## src/rtl/riio_supply_seq_pkg.sv

```systemverilog
// Shared types and sizing helpers for the IO-ring supply sequencer.
package riio_supply_seq_pkg;

    typedef enum logic [2:0] {
        S_OFF,
        S_UP_WAIT,
        S_UP_SETTLE,
        S_ON,
        S_DN_WAIT,
        S_DN_SETTLE,
        S_FAULT
    } state_t;

    typedef enum logic [1:0] {
        FC_NONE       = 2'b00,
        FC_UP_TIMEOUT = 2'b01,
        FC_DN_TIMEOUT = 2'b10,
        FC_PG_LOSS    = 2'b11
    } fault_code_t;

    // One counter serves both timeout and settle, so size it for the larger.
    function automatic int cnt_width(input int timeout_cyc, input int settle_cyc);
        int max_cyc;
        max_cyc = (timeout_cyc > settle_cyc) ? timeout_cyc : settle_cyc;
        return (max_cyc < 1) ? 1 : $clog2(max_cyc + 1);
    endfunction

endpackage

```

## src/rtl/riio_sync2.sv

```systemverilog
// N-bit two-flop synchroniser for asynchronous status inputs; resets to 0.
module riio_sync2 #(
    parameter int WIDTH = 1
) (
    input  logic             clk,
    input  logic             rst,
    input  logic [WIDTH-1:0] d,
    output logic [WIDTH-1:0] q
);

    logic [WIDTH-1:0] meta;

    // NOTE: non-blocking keeps meta and q as two distinct stages; blocking would collapse them into one flop.
    always_ff @(posedge clk) begin
        if (rst) begin
            meta <= '0;
            q    <= '0;
        end else begin
            meta <= d;
            q    <= meta;
        end
    end

endmodule

```

## src/rtl/riio_supply_seq.sv

```systemverilog
// IO-ring supply sequencer: enables domains in index order on power-up and
// reverse order on power-down, with per-step pg timeout and settle delay.
module riio_supply_seq
    import riio_supply_seq_pkg::*;
#(
    parameter int N_DOM       = 4,
    parameter int TIMEOUT_CYC = 1000,
    parameter int SETTLE_CYC  = 64,
    parameter int DOM_W       = (N_DOM > 1) ? $clog2(N_DOM) : 1
) (
    input  logic             clk,
    input  logic             rst,
    input  logic             up_req_i,
    input  logic             dn_req_i,
    input  logic             clr_fault_i,
    input  logic [N_DOM-1:0] pg_i,
    output logic [N_DOM-1:0] en_o,
    output logic             all_on_o,
    output logic             busy_o,
    output logic             fault_o,
    output logic [DOM_W-1:0] fault_dom_o,
    output logic [1:0]       fault_code_o
);

    localparam int               CNT_W     = cnt_width(TIMEOUT_CYC, SETTLE_CYC);
    localparam logic [CNT_W-1:0] TIMEOUT_C = CNT_W'(TIMEOUT_CYC);
    localparam logic [CNT_W-1:0] SETTLE_C  = CNT_W'(SETTLE_CYC);
    localparam logic [DOM_W-1:0] LAST_IDX  = DOM_W'(N_DOM - 1);

    state_t           state;
    logic [DOM_W-1:0] idx;
    logic [DOM_W-1:0] idx_nxt;
    logic [DOM_W-1:0] idx_prv;
    logic [CNT_W-1:0] cnt;
    logic [CNT_W-1:0] cnt_inc;
    logic [N_DOM-1:0] pg_s;
    logic             pg_idx;
    logic [DOM_W-1:0] loss_dom;

    riio_sync2 #(.WIDTH(N_DOM)) u_pg_sync (
        .clk (clk),
        .rst (rst),
        .d   (pg_i),
        .q   (pg_s)
    );

    // Saturating increment; the priority scan yields the lowest domain with pg low.
    always_comb begin
        cnt_inc  = (cnt == '1) ? cnt : cnt + CNT_W'(1);
        idx_nxt  = idx + DOM_W'(1);
        idx_prv  = idx - DOM_W'(1);
        pg_idx   = pg_s[idx];
        loss_dom = '0;
        for (int i = N_DOM - 1; i >= 0; i--) begin
            if (!pg_s[i]) loss_dom = DOM_W'(i);
        end
    end

    always_ff @(posedge clk) begin
        if (rst) begin
            state        <= S_OFF;
            idx          <= '0;
            cnt          <= '0;
            en_o         <= '0;
            all_on_o     <= 1'b0;
            busy_o       <= 1'b0;
            fault_o      <= 1'b0;
            fault_dom_o  <= '0;
            fault_code_o <= FC_NONE;
        end else begin
            case (state)
                S_OFF: begin
                    if (up_req_i && !dn_req_i) begin
                        state   <= S_UP_WAIT;
                        idx     <= '0;
                        cnt     <= '0;
                        en_o[0] <= 1'b1;
                        busy_o  <= 1'b1;
                    end
                end

                S_UP_WAIT, S_UP_SETTLE: begin
                    if (dn_req_i) begin
                        // Abort: unwind from the domain currently in progress.
                        state     <= S_DN_WAIT;
                        cnt       <= '0;
                        en_o[idx] <= 1'b0;
                    end else if (state == S_UP_WAIT) begin
                        if (pg_idx) begin
                            state <= S_UP_SETTLE;
                            cnt   <= '0;
                        end else if (cnt >= TIMEOUT_C) begin
                            state        <= S_FAULT;
                            en_o         <= '0;
                            busy_o       <= 1'b0;
                            fault_o      <= 1'b1;
                            fault_dom_o  <= idx;
                            fault_code_o <= FC_UP_TIMEOUT;
                        end else begin
                            cnt <= cnt_inc;
                        end
                    end else if (cnt >= SETTLE_C) begin
                        cnt <= '0;
                        if (idx == LAST_IDX) begin
                            state    <= S_ON;
                            busy_o   <= 1'b0;
                            all_on_o <= 1'b1;
                        end else begin
                            state         <= S_UP_WAIT;
                            idx           <= idx_nxt;
                            en_o[idx_nxt] <= 1'b1;
                        end
                    end else begin
                        cnt <= cnt_inc;
                    end
                end

                S_ON: begin
                    if (!(&pg_s)) begin
                        state        <= S_FAULT;
                        en_o         <= '0;
                        all_on_o     <= 1'b0;
                        fault_o      <= 1'b1;
                        fault_dom_o  <= loss_dom;
                        fault_code_o <= FC_PG_LOSS;
                    end else if (dn_req_i) begin
                        state          <= S_DN_WAIT;
                        idx            <= LAST_IDX;
                        cnt            <= '0;
                        en_o[LAST_IDX] <= 1'b0;
                        busy_o         <= 1'b1;
                        all_on_o       <= 1'b0;
                    end
                end

                S_DN_WAIT: begin
                    if (!pg_idx) begin
                        state <= S_DN_SETTLE;
                        cnt   <= '0;
                    end else if (cnt >= TIMEOUT_C) begin
                        state        <= S_FAULT;
                        en_o         <= '0;
                        busy_o       <= 1'b0;
                        fault_o      <= 1'b1;
                        fault_dom_o  <= idx;
                        fault_code_o <= FC_DN_TIMEOUT;
                    end else begin
                        cnt <= cnt_inc;
                    end
                end

                S_DN_SETTLE: begin
                    if (cnt >= SETTLE_C) begin
                        cnt <= '0;
                        if (idx == '0) begin
                            state  <= S_OFF;
                            busy_o <= 1'b0;
                        end else begin
                            state         <= S_DN_WAIT;
                            idx           <= idx_prv;
                            en_o[idx_prv] <= 1'b0;
                        end
                    end else begin
                        cnt <= cnt_inc;
                    end
                end

                S_FAULT: begin
                    en_o <= '0;
                    if (clr_fault_i) begin
                        state        <= S_OFF;
                        idx          <= '0;
                        cnt          <= '0;
                        fault_o      <= 1'b0;
                        fault_dom_o  <= '0;
                        fault_code_o <= FC_NONE;
                    end
                end

                default: state <= S_OFF;
            endcase
        end
    end

endmodule

```

## config.mk

```make
export PLATFORM = sky130hd
export DESIGN_NAME = riio_supply_seq
export DESIGN_NICKNAME = d
export VERILOG_FILES = /design/src/rtl/riio_supply_seq_pkg.sv /design/src/rtl/riio_sync2.sv /design/src/rtl/riio_supply_seq.sv
export SDC_FILE = /design/constraint.sdc
export NUM_CORES = 1
export LEC_CHECK = 0
export ABC_AREA = 0
export CAP_MARGIN = 10
export CORE_MARGIN = 5
export CORE_UTILIZATION = 57
export DETAILED_ROUTE_END_ITERATION = 10
export GPL_TIMING_DRIVEN = 0
export PLACE_DENSITY = 0.78
export SKIP_CTS_REPAIR_TIMING = 1
export SLEW_MARGIN = 0
export SYNTH_ARGS = -nofsm -noshare
export SYNTH_HDL_FRONTEND = slang
export SYNTH_HIERARCHICAL = 1
export SYNTH_SLANG_ARGS = --single-unit
```

## constraint.sdc

```tcl
create_clock -name clk -period 2.4 [get_ports clk]
set_input_delay 0.36 -clock clk [delete_from_list [all_inputs] [get_ports clk]]
set_output_delay 0.36 -clock clk [all_outputs]
set_load 0.02 [all_outputs]
```

### After elaboration in Yosys (flattened, before gate mapping)

Cells that the tools add are included.

* bitwise gates (word level): 5
* order comparisons: 8
* reduce and logical (&&, ||, !) cells: 25
* add/sub/neg operators: 3
* muxes and demuxes: 104
* equal/unequal tests: 33

Operators by type and width (count)
* 2-to-1 mux 10 bit: 11
* one-hot mux 10 bit (6 select lines): 1
* 2-to-1 mux 2 bit: 28
* 2-to-1 mux 3 bit: 13
* 2-to-1 mux 4 bit: 9
* inequality test 2 bit (second input constant): 18
* 2-to-1 mux 1 bit: 29
* AND reduction 11 bit: 2
* one-hot mux 3 bit (6 select lines): 1
* AND reduction 9 bit: 2
* one-hot mux 2 bit (4 select lines): 2
* AND reduction 8 bit: 2
* one-hot mux 3 bit (5 select lines): 1
* nonzero test 5 bit: 3
* inequality test 3 bit (second input constant): 4
* inequality test 4 bit (second input constant): 3
* adder 10 x 1 -> 10 bit (second input constant): 1
* == test 10 bit (second input constant): 1
* greater-or-equal comparator 10 bit (second input constant): 1
* greater-or-equal comparator 10 x 7 -> 1 bit (second input constant): 1
* one-hot mux 2 bit (5 select lines): 1
* AND reduction 5 bit: 2
* == test 3 bit (second input constant): 3
* < comparator 2 x 3 -> 1 bit (second input constant): 3
* other kinds (26): 36

* logic and storage cells: 191
* register bits: 34
* output and inout port bits: 11

### Logic depth before layout (Yosys ltp)

* depth after elaboration: 11
* depth in mapped cells: 8
* depth with buffers taken out: 7

### By module

Netlist, hierarchy kept.

By module, submodules not included
* riio_supply_seq: sequential area each 520.5 µm², area an instance 2419.8 µm², cells each 326, instances 1
* riio_sync2: sequential area each 160.2 µm², area an instance 210.2 µm², cells each 16, instances 1

### Worst setup path after synthesis

No wires, ideal clock.

* kind: register to register
* from: register idx[0]
* to: register en_o[1]
* setup time: 0.122 ns
* slack: 0.239 ns
* arrival: 2.040 ns
* data required time: 2.278 ns
* cell stages (with the launch flop): 6
* cells stage by stage: dfxtp_1 > mux4_2 > or3_4 > a211oi_4 > nand2_2 > o311a_1

* cells in the longest elaborated chain, start to end: 11
* elaborated cells between the ends (all ways): 38
* those cells by class: add/sub: 2; order compare: 6; eq/ne: 5; mux: 15; bitwise: 5; reduce/logical: 5

Ends and longest elaborated chain
* start: declaration: RTL line riio_supply_seq.sv:31 `logic [DOM_W-1:0] idx;`
* start signal: assignment: RTL line riio_supply_seq.sv:110 `idx <= idx_nxt;`
* start signal: assignment: RTL line riio_supply_seq.sv:160 `idx <= idx_prv;`
* adder 2 x 1 -> 2 bit: RTL line riio_supply_seq.sv:50 `idx_nxt = idx + DOM_W'(1);`
* < comparator 2 x 3 -> 1 bit (implied by the code) or greater-or-equal comparator 2 x 1 -> 1 bit (tied branches): RTL line riio_supply_seq.sv:111 `en_o[idx_nxt] <= 1'b1;`
* logical AND 1 bit (implied by the code): RTL line riio_supply_seq.sv:111
* 2-to-1 mux 1 bit (implied by the code): RTL line riio_supply_seq.sv:111
* demux 1 bit (select 2 bit): RTL line riio_supply_seq.sv:111
* OR 4 bit (no source line)
* 2-to-1 mux 4 bit: RTL line riio_supply_seq.sv:104 `if (idx == LAST_IDX) begin`
* 2-to-1 mux 4 bit: RTL line riio_supply_seq.sv:102 `end else if (cnt >= SETTLE_C) begin`
* 2-to-1 mux 4 bit: RTL line riio_supply_seq.sv:88 `end else if (state == S_UP_WAIT) begin`
* 2-to-1 mux 4 bit: RTL line riio_supply_seq.sv:83 `if (dn_req_i) begin`
* one-hot mux 3 bit (5 select lines): RTL line riio_supply_seq.sv:71 `case (state)`
* end signal: indexed assignment: RTL line riio_supply_seq.sv:87 `en_o[idx] <= 1'b0;`
* end signal: assignment: RTL line riio_supply_seq.sv:94 `en_o <= '0;`
* end signal: indexed assignment: RTL line riio_supply_seq.sv:111
* end: declaration: RTL line riio_supply_seq.sv:17 `output logic [N_DOM-1:0] en_o,`

Parallel ways exist; a longest one is shown, timed or not. The select of a mux whose other input is x is not followed.
A chain may end at the register's enable or synchronous reset.

### Worst setup path after layout

* from: register idx[0]
* to: register cnt[1]

* cells in the longest elaborated chain, start to end: 6
* elaborated cells between the ends (all ways): 7
* those cells by class: mux: 7

Ends and longest elaborated chain
* binary-select mux 1 bit (select 2 bit) *: RTL line riio_supply_seq.sv:52 `pg_idx = pg_s[idx];`
* 2-to-1 mux 1 bit (implied by the code) *: RTL line riio_supply_seq.sv:52
* 2-to-1 mux 10 bit: RTL line riio_supply_seq.sv:89 `if (pg_idx) begin`
* 2-to-1 mux 10 bit: RTL line riio_supply_seq.sv:88
* 2-to-1 mux 10 bit: RTL line riio_supply_seq.sv:83
* one-hot mux 10 bit (6 select lines) *: RTL line riio_supply_seq.sv:71
* end signal: assignment: RTL line riio_supply_seq.sv:100 `cnt <= cnt_inc;`
* end signal: assignment: RTL line riio_supply_seq.sv:114 `cnt <= cnt_inc;`
* end signal: assignment: RTL line riio_supply_seq.sv:148 `cnt <= cnt_inc;`
* end: declaration: RTL line riio_supply_seq.sv:34 `logic [CNT_W-1:0] cnt;`

Every way passes the cells marked *; elsewhere a longest branch is shown, timed or not. The select of a mux whose other input is x is not followed.

==> run metrics <==
Post-synth EDFFs=0; Final Core Density=69.6%; Reg2Reg Depth=5; maximum VDD drop=0.812 mV; synth unique cells=between 60 and 70; Worst-Skew Late Latency=just under 0.3 ns; vias in the first global route=2811; WL final=between 8 and 9 mm; Worst setup endpoint=cnt[1]; post-synthesis sequential area ratio=25.9%; first-pass GRT wire length=14.3 mm; period utilisation layout=a little over nine tenths; top post-synthesis cells by count=dfxtp_1, nand2_1, a21oi_1, o21ai_0, clkbuf_1; Leak Pwr=1.06 nW; clock tree buffer depth=2; total grt overflow=0; Max transition margin=50.4%; MaxCap Viol Count=0; RSZ-0062 raised after global routing=yes; Main synth FF type=dfxtp_1; die area=0.00607 mm²; layout cells sized above 1=11.4%; Die Wd=77.9 µm; area of the core=about 0.0044 mm²; Initial Util=59.6%; die height=slightly below 80 µm; syn avg cell area=7.69 µm²; Via density=slightly above 7; ANT nets after route=0; worst hold-check slack=0.445 ns; post-layout min period=2.37 ns; vias=3029; Worst-path clk slew=0.08 ns; Final #Nets=387; routed length per instance=21.0 µm; post-route cell area=0.00307 mm²; Global Route Usage Sum=between 20% and 30%; CTS Buf Count=5; P&R area growth vs syn=16.7%; Port Buffer Count=19; status=complete, no violations; register bit count reported by yosys=34; Post-Syn Instances=342; CP startpoint kind=register; clk_skew=0.00633 ns; R2R setup slack=0.03 ns; Post-Syn Area=roughly 0.0026 mm²; final hold vios=0; crit path launch=idx[0]; crit end category=register; root buffer cell=clkbuf_8; total design power=2.85 mW; num rows=24; Arr. time, crit path=2.58 ns; Synth warnings=6; area leader, netlist=dfxtp_1; critical path class=reg -> reg; number of H-tree levels=2; fmax=422 MHz; Synth area leaders=dfxtp_1, a21oi_1, nand2_1; Post-synth ARST share=0%; reg-to-reg critical path startpoint=idx[0]; Worst Max-Slew Pin Slew=0.735 ns; DRC Markers=0; largest net degree at the start of global routing=14; Crit path required time=2.61 ns; Min-Delay Path Class=reg -> reg; number of detailed-route iterations in the first pass=8; I/O pin total=20; Max FO, Critical Path=8; Slew Limit Fails=0; placed cell area=0.00289 mm²; initial antenna violation count=0; Sink Count=34; Final setup violation count=0; most common cell in the netlist=dfxtp_1; filler cell count in the final layout=378; Placer Congestion=0.992; Starting DRT DRC Count=491; TritonCTS clock tree=built; RR Endpoint=cnt[1]; post-synth net total=360; P per Cell Area=around 930 mW/mm²; Antenna diodes=0; DP HPWL=6.33 mm; Yosys top cell area share=25.9%
## power by group
group / internal [mW] / switching, mW / leakage [nW]
Clock: 0.416 / 0.237 / 0.0683
Sequential: 0.636 / 0.0761 / 0.278
Combinational: 0.552 / 0.935 / 0.711
Total: 1.60 / 1.25 / 1.06
## cells in the final DEF, fill, tap and decap left out, drive strengths merged, types with 5 or more instances in the layout
| cell | n |
|---|---|
| o21ai | 19 |
| a21oi | 26 |
| nand2 | 33 |
| clkdlybuf4s50 | 19 |
| a41oi | 5 |
| o31ai | 5 |
| buf | 8 |
| nand3 | 12 |
| inv | 12 |
| nor3 | 10 |
| dfxtp | 34 |
| nor2b | 14 |
| nand2b | 8 |
| nand4 | 5 |
| a211oi | 7 |
| o211ai | 7 |
| and2 | 6 |
| ha | 9 |
| a31oi | 5 |
| clkbuf | 23 |
| nor2 | 16 |
## layout make-up
cell class,count,area (µm²),area share [%]
multi-input combinational,271,1830,59.7
sequential,34,682,22.2
timing repair buffer,20,198,6.44
buffer,25,109,3.55
clock buffer,5,68.8,2.24
clock inverter,3,68.8,2.24
tap,52,65.1,2.12
inverter,12,45.0,1.47
## metrics by stage
| stage | setup TNS, ns | setup WS (ns) | instances |
|---|---|---|---|
| floorplan | 0 | 0.239 | 342 |
| global placement | -2.93 | -0.264 | 413 |
| detailed placement | -2.72 | -0.257 | 413 |
| CTS | -0.433 | -0.180 | 421 |
| global route | -0.175 | -0.0512 | 422 |
| finish | 0 | 0.0311 | 422 |
## worst max-delay path, stage by stage (launching register included)
cell and delay [ns]:
dfxtp_2 0.42, mux4_2 0.57, or3_1 0.42, a2111oi_0 0.62, a311oi_1 0.11, nor3_1 0.15
## metal layers
metal | track usage [%] | part of all wire (%) | vias up
li1 | - | - | 1365
met1 | 39.9 | 40 | 1366
met2 | 43.3 | 43 | 249
met3 | 8.10 | 13 | 49
met4 | 11.8 | 4.3 | 0
met5 | 0 | 0 | -
## worst min path at each step
stage                      to  cells after the start         startpoint
6_report       u_pg_sync/q[1]                      1  u_pg_sync/meta[1]
5_1_grt        u_pg_sync/q[0]                      1  u_pg_sync/meta[0]
4_1_cts        u_pg_sync/q[1]                      1  u_pg_sync/meta[1]
3_5_place_dp   u_pg_sync/q[1]                      1  u_pg_sync/meta[1]
3_3_place_gp   u_pg_sync/q[1]                      1  u_pg_sync/meta[1]
2_1_floorplan  u_pg_sync/q[0]                      1  u_pg_sync/meta[0]
## cell families (layout without fill, tap and decap cells)
kind of cell	count (synthesis)	in the layout	synth area share [%]
AO/OA/AOI/OAI	129	129	35.8
AND/OR/NAND/NOR	128	128	26.0
buffers and inverters	37	65	5.61
flip-flops	34	34	25.9
adder cells (fa/ha/maj)	10	10	4.66
multiplexers	4	4	2.05
## flip-flops by register name, summed over array words and instances, names as in the netlist
register,count
u_pg_sync/q,4
cnt,10
en_o,4
all_on_o,1
u_pg_sync/meta,4
fault_code_o,2
fault_dom_o,2
fault_o,1
idx,2
state,3
busy_o,1
(Power assumes the default switching activity.)
